<file path="src/rtl/mem_burst_pkg.sv">
// Shared state encoding, memory geometry and bank helper for the burst master slice.
package mem_burst_pkg;
  localparam int MEM_DEPTH = 4096;
  localparam int BANK_BITS = 2;
  localparam int ADDR_W    = $clog2(MEM_DEPTH);

  typedef enum logic [1:0] {IDLE, WRITE, READ, DRAIN} state_t;

  function automatic logic [BANK_BITS-1:0] bank_of(input logic [ADDR_W-1:0] addr);
    return addr[ADDR_W-1 -: BANK_BITS];
  endfunction
endpackage

</file>
<file path="src/rtl/mem_burst_rbuf.sv">
// Two-entry read-data FIFO with a last-beat sideband; occupancy feeds read-issue gating.
module mem_burst_rbuf #(
  parameter int DATA_WIDTH = 32
) (
  input  logic                  clock,
  input  logic                  reset,
  input  logic                  i_push,
  input  logic [DATA_WIDTH-1:0] i_push_data,
  input  logic                  i_push_last,
  input  logic                  i_pop,
  output logic                  o_valid,
  output logic [DATA_WIDTH-1:0] o_data,
  output logic                  o_last,
  output logic [1:0]            o_count
);
  logic [DATA_WIDTH-1:0] r_data [2];
  logic [1:0]            r_last;
  logic                  r_wptr;
  logic                  r_rptr;
  logic [1:0]            r_count;
  logic                  w_pop;

  assign w_pop = i_pop && (r_count != 2'd0);

  always_ff @(posedge clock or posedge reset) begin
    if (reset) begin
      r_wptr  <= 1'b0;
      r_rptr  <= 1'b0;
      r_count <= 2'd0;
      r_last  <= 2'b00;
    end else begin
      if (i_push) begin
        r_wptr         <= ~r_wptr;
        r_last[r_wptr] <= i_push_last;
      end
      if (w_pop) r_rptr <= ~r_rptr;
      case ({i_push, w_pop})
        2'b10:   r_count <= r_count + 2'd1;
        2'b01:   r_count <= r_count - 2'd1;
        default: r_count <= r_count;
      endcase
    end
  end

  always_ff @(posedge clock) begin
    if (i_push) r_data[r_wptr] <= i_push_data;
  end

  // Empty FIFO presents zeros so stale words never leak onto the stream.
  assign o_valid = (r_count != 2'd0);
  assign o_data  = o_valid ? r_data[r_rptr] : '0;
  assign o_last  = o_valid && r_last[r_rptr];
  assign o_count = r_count;
endmodule

</file>
<file path="src/rtl/mem_burst_master.sv">
// Burst access engine for the banked 4096x32 SRAM wrapper. Define MEM_BURST_WRAP_EN to let
// bursts wrap past the top address instead of rejecting out-of-range commands.
module mem_burst_master #(
  parameter int DATA_WIDTH = 32,
  parameter int ADDR_WIDTH = 12,
  parameter int BANK_BITS  = 2,
  parameter int LEN_WIDTH  = 8
) (
  input  logic                  clock,
  input  logic                  reset,
  input  logic                  cmd_valid,
  output logic                  cmd_ready,
  input  logic                  cmd_write,
  input  logic [ADDR_WIDTH-1:0] cmd_addr,
  input  logic [LEN_WIDTH-1:0]  cmd_len,
  input  logic                  wdat_valid,
  output logic                  wdat_ready,
  input  logic [DATA_WIDTH-1:0] wdat_data,
  output logic                  rdat_valid,
  input  logic                  rdat_ready,
  output logic [DATA_WIDTH-1:0] rdat_data,
  output logic                  rdat_last,
  output logic                  done,
  output logic                  err,
  output logic                  mem_chip_en,
  output logic [ADDR_WIDTH-1:0] mem_addr,
  output logic                  mem_rd_en,
  output logic                  mem_wr_en,
  output logic [DATA_WIDTH-1:0] mem_wr_data,
  input  logic [DATA_WIDTH-1:0] mem_rd_data
);
  import mem_burst_pkg::*;

  localparam logic [LEN_WIDTH:0]    REM_ONE  = 1;
  localparam logic [ADDR_WIDTH-1:0] ADDR_ONE = 1;

  state_t                r_state;
  logic [ADDR_WIDTH-1:0] r_cur;
  logic [LEN_WIDTH:0]    r_rem;
  logic                  r_infl;
  logic [ADDR_WIDTH-1:0] r_infl_addr;
  logic                  r_infl_last;
  logic                  r_done;
  logic                  r_err;

  logic       w_accept;
  logic       w_range_bad;
  logic       w_wbeat;
  logic       w_issue;
  logic       w_pop;
  logic       w_same_bank;
  logic [1:0] w_count;
  logic [2:0] w_free;

`ifdef MEM_BURST_WRAP_EN
  assign w_range_bad = 1'b0;
`else
  logic [ADDR_WIDTH:0] w_end;
  assign w_end       = {1'b0, cmd_addr} + (ADDR_WIDTH+1)'(cmd_len);
  assign w_range_bad = w_end[ADDR_WIDTH];
`endif

  assign cmd_ready   = (r_state == IDLE) && !reset;
  assign w_accept    = cmd_valid && cmd_ready;
  assign wdat_ready  = (r_state == WRITE);
  assign w_wbeat     = wdat_ready && wdat_valid;
  assign w_pop       = rdat_valid && rdat_ready;
  assign w_same_bank = (r_cur[ADDR_WIDTH-1 -: BANK_BITS] == r_infl_addr[ADDR_WIDTH-1 -: BANK_BITS]);
  // A beat leaving this cycle frees its slot in time for the next capture, which keeps same-bank reads at full rate.
  assign w_free  = 3'd2 - {1'b0, w_count} + {2'b00, w_pop};
  assign w_issue = (r_state == READ) && (r_rem != '0) && (w_free > {2'b00, r_infl}) &&
                   (!r_infl || w_same_bank);
  assign done = r_done;
  assign err  = r_err;

  always_comb begin
    mem_chip_en = 1'b0;
    mem_rd_en   = 1'b0;
    mem_wr_en   = 1'b0;
    mem_addr    = '0;
    mem_wr_data = '0;
    if (w_wbeat) begin
      mem_chip_en = 1'b1;
      mem_wr_en   = 1'b1;
      mem_addr    = r_cur;
      mem_wr_data = wdat_data;
    end else if (w_issue) begin
      mem_chip_en = 1'b1;
      mem_rd_en   = 1'b1;
      mem_addr    = r_cur;
    end else if (r_infl) begin
      // Capture-only cycle: hold the in-flight address so its bank stays selected in the read mux.
      mem_chip_en = 1'b1;
      mem_addr    = r_infl_addr;
    end
  end

  always_ff @(posedge clock or posedge reset) begin
    if (reset) begin
      r_state     <= IDLE;
      r_cur       <= '0;
      r_rem       <= '0;
      r_infl      <= 1'b0;
      r_infl_addr <= '0;
      r_infl_last <= 1'b0;
      r_done      <= 1'b0;
      r_err       <= 1'b0;
    end else begin
      r_done <= 1'b0;
      r_err  <= 1'b0;
      r_infl <= w_issue;
      if (w_issue) begin
        r_infl_addr <= r_cur;
        r_infl_last <= (r_rem == REM_ONE);
      end
      case (r_state)
        IDLE: if (w_accept) begin
          if (w_range_bad) r_err <= 1'b1;
          else begin
            r_cur   <= cmd_addr;
            r_rem   <= (LEN_WIDTH+1)'(cmd_len) + REM_ONE;
            r_state <= cmd_write ? WRITE : READ;
          end
        end
        WRITE: if (wdat_valid) begin
          r_cur <= r_cur + ADDR_ONE;
          r_rem <= r_rem - REM_ONE;
          if (r_rem == REM_ONE) begin
            r_done  <= 1'b1;
            r_state <= IDLE;
          end
        end
        READ: if (w_issue) begin
          r_cur <= r_cur + ADDR_ONE;
          r_rem <= r_rem - REM_ONE;
          if (r_rem == REM_ONE) r_state <= DRAIN;
        end
        DRAIN: if (w_pop && rdat_last) begin
          r_done  <= 1'b1;
          r_state <= IDLE;
        end
        default: r_state <= IDLE;
      endcase
    end
  end

  mem_burst_rbuf #(.DATA_WIDTH(DATA_WIDTH)) u_rbuf (
    .clock       (clock),
    .reset       (reset),
    .i_push      (r_infl),
    .i_push_data (mem_rd_data),
    .i_push_last (r_infl_last),
    .i_pop       (w_pop),
    .o_valid     (rdat_valid),
    .o_data      (rdat_data),
    .o_last      (rdat_last),
    .o_count     (w_count)
  );
endmodule

</file>
<file path="config.mk">
export PLATFORM = sky130hd
export DESIGN_NAME = mem_burst_master
export DESIGN_NICKNAME = d
export VERILOG_FILES = /design/src/rtl/mem_burst_pkg.sv /design/src/rtl/mem_burst_rbuf.sv /design/src/rtl/mem_burst_master.sv
export SDC_FILE = /design/constraint.sdc
export NUM_CORES = 1
export LEC_CHECK = 0
export CAP_MARGIN = 20
export CELL_PAD_IN_SITES_DETAIL_PLACEMENT = 0
export CELL_PAD_IN_SITES_GLOBAL_PLACEMENT = 1
export CORE_ASPECT_RATIO = 1.1
export CORE_MARGIN = 4
export CORE_UTILIZATION = 38
export DETAILED_ROUTE_END_ITERATION = 10
export PLACE_DENSITY_LB_ADDON = 0.1
export SYNTH_ARGS = -nofsm -noshare
export SYNTH_HDL_FRONTEND = slang
export SYNTH_SLANG_ARGS = --single-unit
</file>
<file path="constraint.sdc">
create_clock -name clock -period 8.57 [get_ports clock]
set_input_delay 1.714 -clock clock [delete_from_list [all_inputs] [get_ports clock]]
set_output_delay 1.714 -clock clock [all_outputs]
set_load 0.05 [all_outputs]
</file>
* Word level (Yosys, flattened, before mapping)
Memories as Yosys holds them, arrays and structs flattened. Index checks and enable logic that the tools add are counted.
Word-level totals: output and inout port bits 85, word-level logic and storage cells 106, register bits 45, memory bits (writable) 64, input port bits 90, memories kept 1
Memory list:
- u_rbuf.r_data | depth 2, bits a word 32, rd ports 1, clocked after Yosys merged registers in 0, write ports 1, line mem_burst_rbuf.sv:16 | logic [DATA_WIDTH-1:0] r_data [2];
Cells by class: eq/ne operators 14, mux-type cells 44, add/subtract/negate cells 8, order comparisons 4, reductions and logical operators 21, bitwise operators 2
Operators by type and width (count):
- 12-bit 2-to-1 mux | 7
- 32-bit 2-to-1 mux | 2
- 9-bit 2-to-1 mux | 4
- 12-bit one-hot mux with 3 select lines | 1
- 9-bit one-hot mux with 3 select lines | 1
- 1-bit 2-to-1 mux | 16
- 2-bit 2-to-1 mux | 8
- 12-bit by 8-bit adder with 13-bit output | 1
- 12-bit by 1-bit adder with 12-bit output (second input constant) | 1
- 1-bit logical AND | 11
- 2-bit != test (second input constant) | 5
- 8-bit by 1-bit adder with 9-bit output (second input constant) | 1
- 9-bit by 1-bit equality test with 1-bit output (second input constant) | 1
- 9-bit nonzero test | 1
- 9-bit by 1-bit subtractor with 9-bit output (second input constant) | 1
- 2-bit one-hot mux with 4 select lines | 1
- 7-bit AND reduction | 1
- 2-bit equality test (second input constant) | 3
- 5-bit AND reduction | 1
- 2-bit by 1-bit equality test with 1-bit output (second input constant) | 2
- 1-bit by 2-bit < comparator with 1-bit output (second input constant) | 2
- 2-bit by 1-bit != test with 1-bit output (second input constant) | 2
- 2-bit one-hot mux with 2 select lines | 1
- 2-bit nonzero test | 2
- 15 further kinds | 17

* Longest topological paths before layout
word-level depth 8, gate-level depth with buffers 10, mapped depth without buffers 9

* By module
Synthesis repeated with hierarchy kept, for this count alone.
Unflattened totals: cell total of the unflattened synthesis 517, area total of the unflattened synthesis 5562.8 um^2
Modules (own cells, without submodules):
- mem_burst_master | instances 1, area each 2856.5 um^2, cells each 358
- mem_burst_rbuf | instances 1, area each 2706.3 um^2, cells each 159

* Worst setup path after synthesis
No wires, ideal clock.
path kind input to output, start input port rdat_ready, end output port mem_addr[0], cell stages on the path 8, path buffers 1, path slack 2.386 ns, data arrival time 4.470 ns, cells stage by stage o21ai_0 -> ha_1 -> ha_1 -> nor2b_1 -> a221oi_1 -> a31oi_1 -> buf_2 -> o21ai_0
Between the ends: word-level cells in the longest chain between the ends 7
Ends and longest elaborated chain:
- start, declared | line mem_burst_master.sv:20 | input logic rdat_ready,
- 1-bit logical AND | line mem_burst_master.sv:67 | assign w_pop = rdat_valid && rdat_ready;
- 3-bit by 1-bit adder with 3-bit output | line mem_burst_master.sv:70 | assign w_free = 3'd2 - {1'b0, w_count} + {2'b00, w_pop};
- 3-bit by 1-bit > comparator with 1-bit output | line mem_burst_master.sv:71 | assign w_issue = (r_state == READ) && (r_rem != '0) && (w_free > {2'b00, r_infl}) &&
- 1-bit logical AND (2 in series) | line mem_burst_master.sv:71
- 12-bit 2-to-1 mux | line mem_burst_master.sv:87 | end else if (w_issue) begin
- 12-bit 2-to-1 mux | line mem_burst_master.sv:82 | if (w_wbeat) begin
- end, declared | line mem_burst_master.sv:26 | output logic [ADDR_WIDTH-1:0] mem_addr,
No other way between the ends.

* Worst setup path after layout
start input port rdat_ready, end output port mem_addr[5]
The elaborated chain is that of the path after synthesis.

==> results.json <==
{
  "use_met3_pct": 3.29,
  "ctsHoldBuffers": 0,
  "synth_edf_count": 64,
  "final_core_util_pct": 55.5,
  "finalCritPeriodShare_pct": 77.7,
  "synth-seq-area-share_pct": 55.2,
  "post-cts-setup-buffers": 0,
  "drv_cap": 0,
  "cts_tree": "built",
  "ctsResizeCount": 0,
  "final_cell_mix": "clkdlybuf4s50_1, edfxtp_1, nor2_1",
  "dpl-instance-area_mm2": 0.00745,
  "finalSetupViolCount": 0,
  "viasPerCell": 5.05,
  "ioPinCount": 175,
  "hold_violations": 0,
  "synth_ff_type": "edfxtp_1",
  "num_antenna_cells": 0,
  "async_flop_share_pct": 41.3,
  "max_freq_ghz": 0.150,
  "syn_nets": 622,
  "cp.arrival_ps": 4950,
  "grtUsageMet1_pct": 22.7,
  "worstPathRequired_ps": 6860,
  "drive_gt1_share_pct": 5.15,
  "num_vias": 4380,
  "switching_share_pct": 36.7,
  "root_buffer": "clkbuf_16",
  "grt_pass1_wl_mm": 22.8,
  "rows": 45,
  "avgSynthCellArea_um2": 10.8,
  "path_cells": "clkdlybuf4s50_1 -> o21ai_0 -> ha_1 -> ha_1 -> nor2b_1 -> a221oi_1 -> a31oi_1 -> buf_4 -> o21ai_0 -> clkdlybuf4s50_1",
  "status": "completed",
  "min_period_ps": 6660,
  "path_max_fanout": 24,
  "cts_max_level": 3,
  "cp_slowest_cell": "clkdlybuf4s50_1",
  "gp_congestion": 0.826,
  "grt_usage_pct": 17.7,
  "peakVddDrop_mv": 0.0953,
  "wl_per_cell_um": 16.5,
  "power.density_mw_per_mm2": 218,
  "total_power_mw": 1.69,
  "end_kind": "primary output",
  "maxSlewViolCount": 0,
  "dp_hpwl_mm": 10.6,
  "whs_ps": 491,
  "ys.warnings.count": 0,
  "floorplan.initialDensity_pct": 39.4,
  "pwr-share-clk_pct": 26.9,
  "p_switching_mw": 0.622,
  "areaGrowthSynthToFinish_pct": 40.9,
  "layout_commonest_cell": "clkdlybuf4s50_1",
  "die_x_um": 123,
  "fp.dieArea_mm2": 0.0165,
  "antenna_left": 0,
  "max_slew.worst_pin.slew_ps": 1040,
  "wirelength_mm": 14.3,
  "grt_pass1_vias": 4341,
  "hp-class": "reg -> reg",
  "grt_setup_unrepaired": "false",
  "p_comb_share_pct": 36.8,
  "cts.clk_slew.worst_paths_ps": 70,
  "fin_nets": 785,
  "cts_buffers": 9,
  "io_buffers": 174,
  "slowest_delay_ps": 830,
  "die_y_um": 134,
  "clk_latency_ps": 350,
  "coreArea_mm2": 0.0140,
  "post-route-drc-count": 0,
  "netlist_instances": 512,
  "grt_overflow_total": 0,
  "fin_skew_ps": 5.85,
  "synth_seq_cells": 109,
  "met2_usage_pct": 30.3,
  "p_leak_nw": 3.14,
  "fill_cells": 1224,
  "clock_tree.buffer_depth": 2,
  "setup_tns_ps": 0,
  "crit_path_start_kind": "input port",
  "cts_sinks": 109,
  "synth_cell_type_count": 40,
  "grt_busiest_layer": "met2",
  "final_area_mm2": 0.00778,
  "criticalPathCategory": "in -> out",
  "antenna_found_initial": 0,
  "firstDrtPassIters": 5,
  "maxSlewHeadroom_pct": 30.5,
  "p_int_mw": 1.07,
  "seqPwrFrac_pct": 36.2,
  "drtIter0Drc": 212,
  "synth_area_mm2": 0.00552,
  "grt_start_max_net_pins": 56
}
## metal layers
metal / share of wire, % / up-vias
li1: - / 2184
met1: 43 / 2089
met2: 51 / 93
met3: 5.1 / 14
met4: 1.2 / 0
met5: 0 / -
## metrics by stage
| step | instances | worst slack, ps |
|---|---|---|
| after global placement | 852 | 1940 |
| final | 868 | 1910 |
| after detailed placement | 852 | 1900 |
| after floorplan | 512 | 2390 |
| after CTS | 868 | 1890 |
| after global routing | 868 | 1620 |
## state kept, by name, summed over array words and instances (netlist names)
name            flops
done                1
err                 1
r_cur              12
r_infl              1
r_infl_addr        12
r_infl_last         1
r_rem               9
r_state             2
u_rbuf.o_count      2
u_rbuf.r_data      64
u_rbuf.r_last       2
u_rbuf.r_rptr       1
u_rbuf.r_wptr       1
## Yosys cell counts, types with 2 or more instances
| cell type | instances | area, µm² |
|---|---|---|
| edfxtp_1 | 64 | 1920 |
| nor2_1 | 59 | 221 |
| dfrtp_1 | 45 | 1130 |
| mux2i_1 | 38 | 380 |
| o21ai_0 | 37 | 185 |
| and3_1 | 32 | 200 |
| nand2_1 | 32 | 120 |
| inv_1 | 29 | 109 |
| clkbuf_1 | 24 | 90.1 |
| nand3_1 | 23 | 115 |
| a21oi_1 | 20 | 100 |
| ha_1 | 20 | 250 |
| o22a_1 | 19 | 166 |
| a31oi_1 | 8 | 50.1 |
| xor2_1 | 8 | 70.1 |
| nor3_1 | 6 | 30.0 |
| xnor2_1 | 5 | 43.8 |
| a41oi_1 | 4 | 35.0 |
| buf_2 | 4 | 20.0 |
| a211oi_1 | 3 | 22.5 |
| mux2_2 | 3 | 33.8 |
| nor2b_1 | 3 | 18.8 |
| o22a_2 | 3 | 30.0 |
| and4_1 | 2 | 17.5 |
| nor4_1 | 2 | 12.5 |
| o21a_1 | 2 | 15.0 |
| o22ai_1 | 2 | 12.5 |
| or3_1 | 2 | 12.5 |
| or3_4 | 2 | 22.5 |
## logic make-up after synthesis
family	Yosys count	synth area share, %
AND/OR/NAND/NOR	167	14.5
flip-flops	109	55.2
AO/OA/AOI/OAI	104	12.2
buffers and inverters	58	4.03
multiplexers	41	7.50
adder cells (fa/ha/maj)	20	4.53
XOR/XNOR	13	2.06
## power groups by stage
stage               clock [mW]  sequential (mW)  combinational [mW]
global placement             0            0.625               0.625
global route             0.497            0.617               0.663
finish                   0.456            0.614               0.624
floorplan                    0            0.581               0.444
CTS                      0.470            0.615               0.632
detailed placement           0            0.626               0.630
## path summary, 6_finish.rpt
kind	slack [ps]	cells past startpoint	endpoint	start
max in group asynchronous	6250	3	u_rbuf.r_rptr$_DFFE_PP0P_	reset
min in group asynchronous	1860	3	r_rem[7]$_DFFE_PP0P_	reset
worst min-delay path	490	2	r_infl_addr[4]$_DFFE_PP0P_	r_infl_addr[4]$_DFFE_PP0P_
worst max register to register	5570	10	r_cur[0]$_DFFE_PP0P_	u_rbuf.o_count[0]$_DFFE_PP0P_
worst min register to register	490	2	r_infl_addr[4]$_DFFE_PP0P_	r_infl_addr[4]$_DFFE_PP0P_
worst max-delay path	1910	10	mem_addr[5]	rdat_ready
## layout make-up
type,instances,area (µm²),share of cell area [%]
clock buffer,10,239,3.07
sequential,109,3050,39.2
inverter,29,109,1.40
multi-input combinational,345,2260,29.1
clock inverter,6,90.1,1.16
timing repair buffer,181,1790,23.1
tap,188,235,3.02
## worst max-delay path, delay by kind of cell
family | cells | cell delay [ps]
adders and majority gates | 2 | 560
and+or+nand+nor | 1 | 130
AOI/OAI and AO/OA | 4 | 1030
buffers and inverters | 3 | 1520
(Power assumes the default switching activity.)
